<file path="src/rtl/arcade_input_mapper_if.sv">
// Player controls in, active-low cabinet ports out.
// The mapper drives the ports; the source drives the controls.
interface arcade_input_mapper_if;
   logic [10:0] ps2_key;
   logic [15:0] joystk1;
   logic [15:0] joystk2;
   logic        cabinet;
   logic [7:0]  INP0;
   logic [7:0]  INP1;
   logic [7:0]  INP2;

   modport master (
      output ps2_key, joystk1, joystk2, cabinet,
      input  INP0, INP1, INP2
   );

   modport slave (
      input  ps2_key, joystk1, joystk2, cabinet,
      output INP0, INP1, INP2
   );
endinterface

</file>
<file path="src/rtl/arcade_input_mapper.sv">
// PS/2 keys and joysticks folded into arcade input ports,
// with a fixed-width coin pulse and a mandatory gap.
module arcade_input_mapper #(
   parameter logic [23:0] COIN_PULSE_CYC = 24'd2400000,
   parameter logic [23:0] COIN_GAP_CYC   = 24'd2400000
) (
   input logic             clk_sys,
   input logic             reset,
   arcade_input_mapper_if.slave bus
);

   typedef enum logic [1:0] {
      IDLE, PULSE, GAP, WAIT_REL
   } coin_st_t;

   logic       tog_q;
   logic       key_evt;
   logic       prs;
   logic [8:0] code;

   logic k_up, k_down, k_left, k_right;
   logic k_trig1, k_trig2, k_f1, k_f2;
   logic k_start1, k_start2, k_coin1, k_coin2;
   logic k_left2, k_right2, k_trig21, k_trig22;

   logic left2, right2, trig21, trig22;
   logic left1, right1, trig11, trig12;
   logic start1, start2, creq, merge, coin;

   coin_st_t   state, state_nxt;
   logic [23:0] cnt, cnt_nxt;
   logic        creq_q;

   assign key_evt = bus.ps2_key[10] ^ tog_q;
   assign prs     = bus.ps2_key[9];
   assign code    = bus.ps2_key[8:0];

   // Reset also loads the live toggle, so no event fires after release.
   always_ff @(posedge clk_sys) begin
      tog_q <= bus.ps2_key[10];
   end

   always_ff @(posedge clk_sys) begin
      if (reset) begin
         k_up     <= 1'b0; k_down   <= 1'b0;
         k_left   <= 1'b0; k_right  <= 1'b0;
         k_trig1  <= 1'b0; k_trig2  <= 1'b0;
         k_f1     <= 1'b0; k_f2     <= 1'b0;
         k_start1 <= 1'b0; k_start2 <= 1'b0;
         k_coin1  <= 1'b0; k_coin2  <= 1'b0;
         k_left2  <= 1'b0; k_right2 <= 1'b0;
         k_trig21 <= 1'b0; k_trig22 <= 1'b0;
      end else if (key_evt) begin
         case (1'b1)
            (code[7:0] == 8'h75): k_up     <= prs;
            (code[7:0] == 8'h72): k_down   <= prs;
            (code[7:0] == 8'h6B): k_left   <= prs;
            (code[7:0] == 8'h74): k_right  <= prs;
            (code == 9'h029):     k_trig1  <= prs;
            (code == 9'h014):     k_trig2  <= prs;
            (code == 9'h005):     k_f1     <= prs;
            (code == 9'h006):     k_f2     <= prs;
            (code == 9'h016):     k_start1 <= prs;
            (code == 9'h01E):     k_start2 <= prs;
            (code == 9'h02E):     k_coin1  <= prs;
            (code == 9'h036):     k_coin2  <= prs;
            (code == 9'h023):     k_left2  <= prs;
            (code == 9'h034):     k_right2 <= prs;
            (code == 9'h01C):     k_trig21 <= prs;
            (code == 9'h01B):     k_trig22 <= prs;
            default: ;
         endcase
      end
   end

   assign merge  = ~bus.cabinet;
   assign left2  = k_left2  | bus.joystk2[1];
   assign right2 = k_right2 | bus.joystk2[0];
   assign trig21 = k_trig21 | bus.joystk2[4];
   assign trig22 = k_trig22 | bus.joystk2[5];

   assign left1  = k_left  | bus.joystk1[1]
                 | (merge & left2);
   assign right1 = k_right | bus.joystk1[0]
                 | (merge & right2);
   assign trig11 = k_trig1 | bus.joystk1[4]
                 | (merge & trig21);
   assign trig12 = k_trig2 | bus.joystk1[5]
                 | (merge & trig22);

   assign start1 = k_f1 | k_start1
                 | bus.joystk1[6] | bus.joystk2[6];
   assign start2 = k_f2 | k_start2
                 | bus.joystk1[7] | bus.joystk2[7];
   assign creq   = k_f1 | k_f2 | k_coin1 | k_coin2
                 | bus.joystk1[8] | bus.joystk2[8];

   always_ff @(posedge clk_sys) begin
      if (reset) begin
         state  <= IDLE;
         cnt    <= 24'd0;
         creq_q <= 1'b0;
      end else begin
         state  <= state_nxt;
         cnt    <= cnt_nxt;
         creq_q <= creq;
      end
   end

   always_comb begin
      state_nxt = state;
      cnt_nxt   = cnt;
      case (state)
         IDLE:
            if (creq && !creq_q) state_nxt = PULSE;
         PULSE:
            if (cnt == COIN_PULSE_CYC - 24'd1)
               state_nxt = GAP;
         GAP:
            if (cnt == COIN_GAP_CYC - 24'd1)
               state_nxt = creq ? WAIT_REL : IDLE;
         WAIT_REL:
            if (!creq) state_nxt = IDLE;
         default: state_nxt = IDLE;
      endcase
      if (state_nxt != state)
         cnt_nxt = 24'd0;
      else if (state == PULSE || state == GAP)
         cnt_nxt = cnt + 24'd1;
   end

   assign coin = (state == PULSE);

   always_ff @(posedge clk_sys) begin
      if (reset) begin
         bus.INP0 <= 8'hFF;
         bus.INP1 <= 8'hFF;
         bus.INP2 <= 8'hFF;
      end else begin
         bus.INP0 <= ~{left1, right1, 3'b0,
                       trig12, trig11, 1'b0};
         bus.INP1 <= ~{left2, right2, 3'b0,
                       trig22, trig21, 1'b0};
         bus.INP2 <= ~{2'b0, start2, start1,
                       3'b0, coin};
      end
   end

   logic unused_bits;
   assign unused_bits = ^{k_up, k_down,
                          bus.joystk1[15:9],
                          bus.joystk1[3:2],
                          bus.joystk2[15:9],
                          bus.joystk2[3:2]};

endmodule

</file>
<file path="src/flat_wrapper.sv">
// flat-port wrapper written by rule: the top's interface ports become plain ports
module arcade_input_mapper_flat 
#(
   parameter logic [23:0] COIN_PULSE_CYC = 24'd2400000,
   parameter logic [23:0] COIN_GAP_CYC   = 24'd2400000
)
  (clk_sys, reset, bus_ps2_key, bus_joystk1, bus_joystk2, bus_cabinet, bus_INP0, bus_INP1, bus_INP2);
  arcade_input_mapper_if bus_i ();
  input logic clk_sys;
  input logic reset;
  input wire logic [$bits(bus_i.ps2_key)-1:0] bus_ps2_key;
  input wire logic [$bits(bus_i.joystk1)-1:0] bus_joystk1;
  input wire logic [$bits(bus_i.joystk2)-1:0] bus_joystk2;
  input wire logic [$bits(bus_i.cabinet)-1:0] bus_cabinet;
  output wire logic [$bits(bus_i.INP0)-1:0] bus_INP0;
  output wire logic [$bits(bus_i.INP1)-1:0] bus_INP1;
  output wire logic [$bits(bus_i.INP2)-1:0] bus_INP2;
  assign bus_i.ps2_key = bus_ps2_key;
  assign bus_i.joystk1 = bus_joystk1;
  assign bus_i.joystk2 = bus_joystk2;
  assign bus_i.cabinet = bus_cabinet;
  assign bus_INP0 = bus_i.INP0;
  assign bus_INP1 = bus_i.INP1;
  assign bus_INP2 = bus_i.INP2;
  arcade_input_mapper #(.COIN_PULSE_CYC(COIN_PULSE_CYC), .COIN_GAP_CYC(COIN_GAP_CYC)) u_core (.clk_sys(clk_sys), .reset(reset), .bus(bus_i));
endmodule
</file>
<file path="config.mk">
export PLATFORM = sky130hd
export DESIGN_NAME = arcade_input_mapper_flat
export DESIGN_NICKNAME = d
export VERILOG_FILES = /design/src/rtl/arcade_input_mapper_if.sv /design/src/rtl/arcade_input_mapper.sv /design/src/flat_wrapper.sv
export SDC_FILE = /design/constraint.sdc
export NUM_CORES = 1
export LEC_CHECK = 0
export CORE_MARGIN = 5
export CORE_UTILIZATION = 53
export DETAILED_ROUTE_END_ITERATION = 8
export HOLD_SLACK_MARGIN = 0.15
export PLACE_DENSITY = 0.86
export SLEW_MARGIN = 20
export SYNTH_ARGS = -nofsm -noshare
export SYNTH_HDL_FRONTEND = slang
export SYNTH_SLANG_ARGS = --single-unit
</file>
<file path="constraint.sdc">
create_clock -name clk_sys -period 4.9 [get_ports clk_sys]
set_clock_uncertainty 0.05 [all_clocks]
set_input_delay 0.735 -clock clk_sys [delete_from_list [all_inputs] [get_ports clk_sys]]
set_output_delay 0.735 -clock clk_sys [all_outputs]
set_load 0.02 [all_outputs]
</file>
Yosys cells after proc, flatten, opt, wreduce, memory -nomap -nowiden
Cells that the tools add are included.
Widths: inputs -> output; s select.
{"block": "totals", "reg_bits": 66, "latchBits": 0, "ramBits": 0, "mem_bits_ro": 0, "word_cells": 115, "mem_count": 0}
{"block": "op_classes", "addsub": 1, "mul": 0, "div": 0, "magnitude_cmp": 0, "eq_ne": 21, "shifts": 0, "n_mux": 6, "bitwise": 47, "reduce_logical": 19}
{"operator": "$eq 9x5->1 const B", "n": 5}
{"operator": "$eq 9x6->1 const B", "n": 5}
{"operator": "$eq 8x7->1 const B", "n": 4}
{"operator": "$add 24x1->24 const B", "n": 1}
{"operator": "$eq 24x22->1 const B", "n": 1}
{"operator": "$or 1x1->1", "n": 23}
{"operator": "$eq 9x3->1 const B", "n": 2}
{"operator": "$reduce_and 17->1", "n": 1}
{"operator": "$not 1->1", "n": 16}
{"operator": "$not 8->8", "n": 2}
{"operator": "$reduce_and 16->1", "n": 1}
{"operator": "$reduce_and 15->1", "n": 1}
{"operator": "$reduce_and 14->1", "n": 1}
{"operator": "$reduce_and 13->1", "n": 1}
{"operator": "$reduce_and 12->1", "n": 1}
{"operator": "$reduce_and 11->1", "n": 1}
{"operator": "$mux 2", "n": 5}
{"operator": "$reduce_and 10->1", "n": 1}
{"operator": "$reduce_and 9->1", "n": 1}
{"operator": "$not 6->8", "n": 1}
{"operator": "$pmux 2 s4", "n": 1}
{"operator": "$reduce_and 8->1", "n": 1}
{"operator": "$reduce_and 7->1", "n": 1}
{"operator": "$reduce_and 6->1", "n": 1}
{"operator": "other kinds (12)", "n": 16}

Depth between registers and ports, before layout
{"block": "logic_depth", "depth_word": 10, "ltp_mapped": 9, "ltp_nobuf": 7}

Least setup slack after synthesis
OpenSTA, ideal clock, no wires.
{"block": "synth_timing", "path_type": "input-to-reg", "start": "in bus_ps2_key[2]", "end": "reg u_core.k_left2", "setup_time_ns": 0.128, "t_arrival_ns": 2.035, "required_ns": 4.722, "setup_slack_ns": 2.688, "cell_stages": 5, "n_path_buf": 0, "path_cell_list": "or3b_2 -> or4_1 -> nand4_1 -> mux2i_1 -> nor2_1"}
{"block": "synth_between", "elab_chain_len": 3}
{"element": "start: declaration", "line": "flat_wrapper.sv:11", "rtl": "input wire logic [$bits(bus_i.ps2_key)-1:0] bus_ps2_key;"}
{"element": "$eq 9x6->1, or another cell as far along", "line": "arcade_input_mapper.sv:59", "rtl": "(code == 9'h029): k_trig1 <= prs;"}
{"element": "$not 1->1 (no line)"}
{"element": "$reduce_and 14->1 (no line) *"}
{"element": "end signal: assignment", "line": "arcade_input_mapper.sv:67", "rtl": "(code == 9'h023): k_left2 <= prs;"}
{"element": "end: declaration", "line": "arcade_input_mapper.sv:24", "rtl": "logic k_left2, k_right2, k_trig21, k_trig22;"}
Mark *: on every way between the ends. The rest lies on a longest branch, timed or not.
A chain may end at the register's enable or synchronous reset.

Worst setup path after layout
{"block": "layout_timing", "start": "reg u_core.state[0]", "end": "reg u_core.cnt[18]"}
{"block": "layout_between", "elab_chain_len": 4}
{"element": "start: declaration", "line": "arcade_input_mapper.sv:30", "rtl": "coin_st_t state, state_nxt;"}
{"element": "start signal: assignment", "line": "arcade_input_mapper.sv:104", "rtl": "state <= state_nxt;"}
{"element": "$eq 2x2->1, or another cell as far along", "line": "arcade_input_mapper.sv:113", "rtl": "case (state)"}
{"element": "$pmux 2 s4", "line": "arcade_input_mapper.sv:113"}
{"element": "$ne 2x2->1", "line": "arcade_input_mapper.sv:126", "rtl": "if (state_nxt != state)"}
{"element": "$reduce_or 2->1 (no line)"}
{"element": "end signal: assignment", "line": "arcade_input_mapper.sv:105", "rtl": "cnt <= cnt_nxt;"}
{"element": "end: declaration", "line": "arcade_input_mapper.sv:31", "rtl": "logic [23:0] cnt, cnt_nxt;"}
Several ways; a longest one is shown, not always the timed one.

==> out/qor.csv <==
metric,value,unit
p_comb_frac,0.207,
cellPowerDensity,285,mW/mm^2
grt_max_degree,25,
drt_iter0_drc,129,
start_util,0.541,
startpoint,u_core.state[0],
nets,387,
core,0.00504,sq mm
ant_nets,0,
place.gp.congestion,0.854,
drv_cap,0,
ios,70,
critPathKind,flop to flop,
rows,26,
die_w,81.7,um
min_path_type,flop to flop,
worst_slack,2.14,ns
yosysTopAreaCellShare,0.389,
yosysTopAreaCell,dfxtp_1,
clkTransAtPathRegs,0.10,ns
postCtsHoldBufs,0,
clk_latency,0.31,ns
ys_seq_elements,53,
min_from,u_core.k_right,
setup_viol,0,
worst_setup_path_start_kind,flop,
clock-root-buffer,clkbuf_8,
dpl_worst_slack,1.83,ns
ys.flop_type,dfxtp_1,
cts_resized,0,
gr-max-usage-layer,met2,
avgRoutedWirePerCell,14.2,um
htreeDepth,2,
arrival,2.87,ns
cts_tree,yes,
grt_use_met1,0.221,
synth.area.top_cells,"dfxtp_1 (39%), nor3_1 (5.7%), mux2i_1 (5.5%), nor2_1 (4.7%), xor2_1 (4.5%)",
swShare,0.311,
grt_usage,0.184,
crit_fanout,24,
leakagePower,1.13,nW
synth_edf_count,0,
synthCells,303,
met2_usage,0.306,
area_delta_synth_final,16.3,%
holdPathStages,1,
period_share,0.564,
ys_warn_count,0,
fin_crit,2.76,ns
holdPathEnd,u_core.bus.INP0[6],
cts_buffers,5,
grt_overflow,0,
io_buffers,38,
dieArea,0.00668,sq mm
cp_data_required_time,5.01,ns
multi_input_area,0.00151,sq mm
clock_path_buffers,2,
timing.rr.end,u_core.cnt[18],
reg2regPathDepth,7,
die_y,81.7,um
antenna_found_initial,0,
max_clock_freq,0.362,GHz
synth.distinct_cells,53,
seq_area_frac_synth,0.389,
viasPerCell,5.54,
synth_most_common_cell,dfxtp_1,
antennaDiodeCount,0,
slew_headroom,0.421,
ff2ff_setup_slack,2.14,ns
tightest_slew,0.866,ns
dp_hpwl,4.32,mm
p_clk_frac,0.285,
drv_slew,0,
totalWireLength,5.78,mm
vias,2254,
n_fill_cell,428,
post-cts-setup-buffer-count,0,
drive_gt1_frac,0.0682,
p_seq_frac,0.508,
status,completed,
ir_drop,202,uV
cp-end-kind,flop,
r2r_start,u_core.state[0],
syn-cell-area,0.00273,sq mm
clock_sinks,53,
grt_use_met3,0.0417,
register_area,0.00106,sq mm
grt_first_pass_wirelength,9.64,mm
p_int,0.624,mW
fin_setup_tns,0,ns
async_reset_ff_frac,0,
postLayoutCoreUtil,0.629,
power_switching,0.281,mW
rsz0062_at_grt,false,
drt_first_pass_iters,4,
synth_common_cells,"dfxtp_1 (53), nor2_1 (34), nor3_1 (31)",
hold_violations,0,
hold_slack,0.399,ns
syn_avg_cell_area,9.00,sq um
drc,0,
grt_pass1_vias,2146,
-- cell families after synthesis --
group                      Yosys count  share of synthesized area
buffers and inverters               34                     0.0738
muxes                               15                     0.0550
DFF                                 53                      0.389
adders and majority gates            5                     0.0229
AOI/OAI and AO/OA                   29                     0.0876
other                                1                    0.00137
xor gates and xnor gates            24                     0.0771
and+or+nand+nor                    142                      0.293
-- area by class of cell --
class	instances	share of cell area
Clock buffer	5	0.0217
Clock inverter	3	0.00828
Inverter	10	0.0118
Multi-Input combinational cell	228	0.476
Sequential cell	53	0.335
Tap cell	70	0.0276
Timing Repair Buffer	38	0.120
-- critical path, cell delays in order, from the launching register on --
cell      delay, ns
dfxtp_1        0.52
inv_1          0.17
ha_1           0.33
or3_1          0.34
o22ai_1        0.15
o211ai_1       0.19
nor3_4         0.70
nor3_1         0.15
-- through the flow --
step	std cells	total power [mW]	instance area, sq um
floorplan	315	0.606	2770
global placement	399	0.650	3080
global route	407	0.950	3170
CTS	407	0.910	3170
detailed placement	399	0.657	3080
finish	407	0.905	3170
-- cells in the final DEF, fill, tap and decap left out, types with 10 or more instances in the layout --
cell	n
nand3_1	13
nand2_1	11
nor3_1	31
inv_1	10
xnor2_1	10
nand4_1	13
conb_1	13
dfxtp_1	53
clkdlybuf4s50_1	38
mux2i_1	15
xor2_1	14
nor2_1	34
-- metal layers --
layer | wire, um | share of wire
met5 | 0 | 0
met4 | 126 | 0.022
met3 | 351 | 0.061
met2 | 2750 | 0.48
met1 | 2550 | 0.44
-- worst max-delay path by stage --
stage	to	slack, ns	depth (start not counted)
finish	u_core.cnt[18]	2.14	7
global route	u_core.cnt[18]	1.90	7
CTS	u_core.cnt[18]	2.13	7
detailed placement	u_core.cnt[18]	1.83	6
global placement	u_core.cnt[6]	1.86	6
floorplan	u_core.k_left2	2.69	5
-- flip-flops by register name (all words and copies together) (netlist names), 2 cells and up --
signal	count
u_core.bus.INP0	4
u_core.bus.INP1	4
u_core.bus.INP2	3
u_core.cnt	24
u_core.state	2
-- power by group through the flow --
stage | clock network [mW] | registers [mW] | logic, mW
after floorplan | 0 | 0.475 | 0.132
after global placement | 0 | 0.469 | 0.182
after detailed placement | 0 | 0.470 | 0.187
after CTS | 0.263 | 0.459 | 0.188
after global routing | 0.283 | 0.463 | 0.204
final | 0.258 | 0.460 | 0.187
Power figures use the tool's default switching activity.
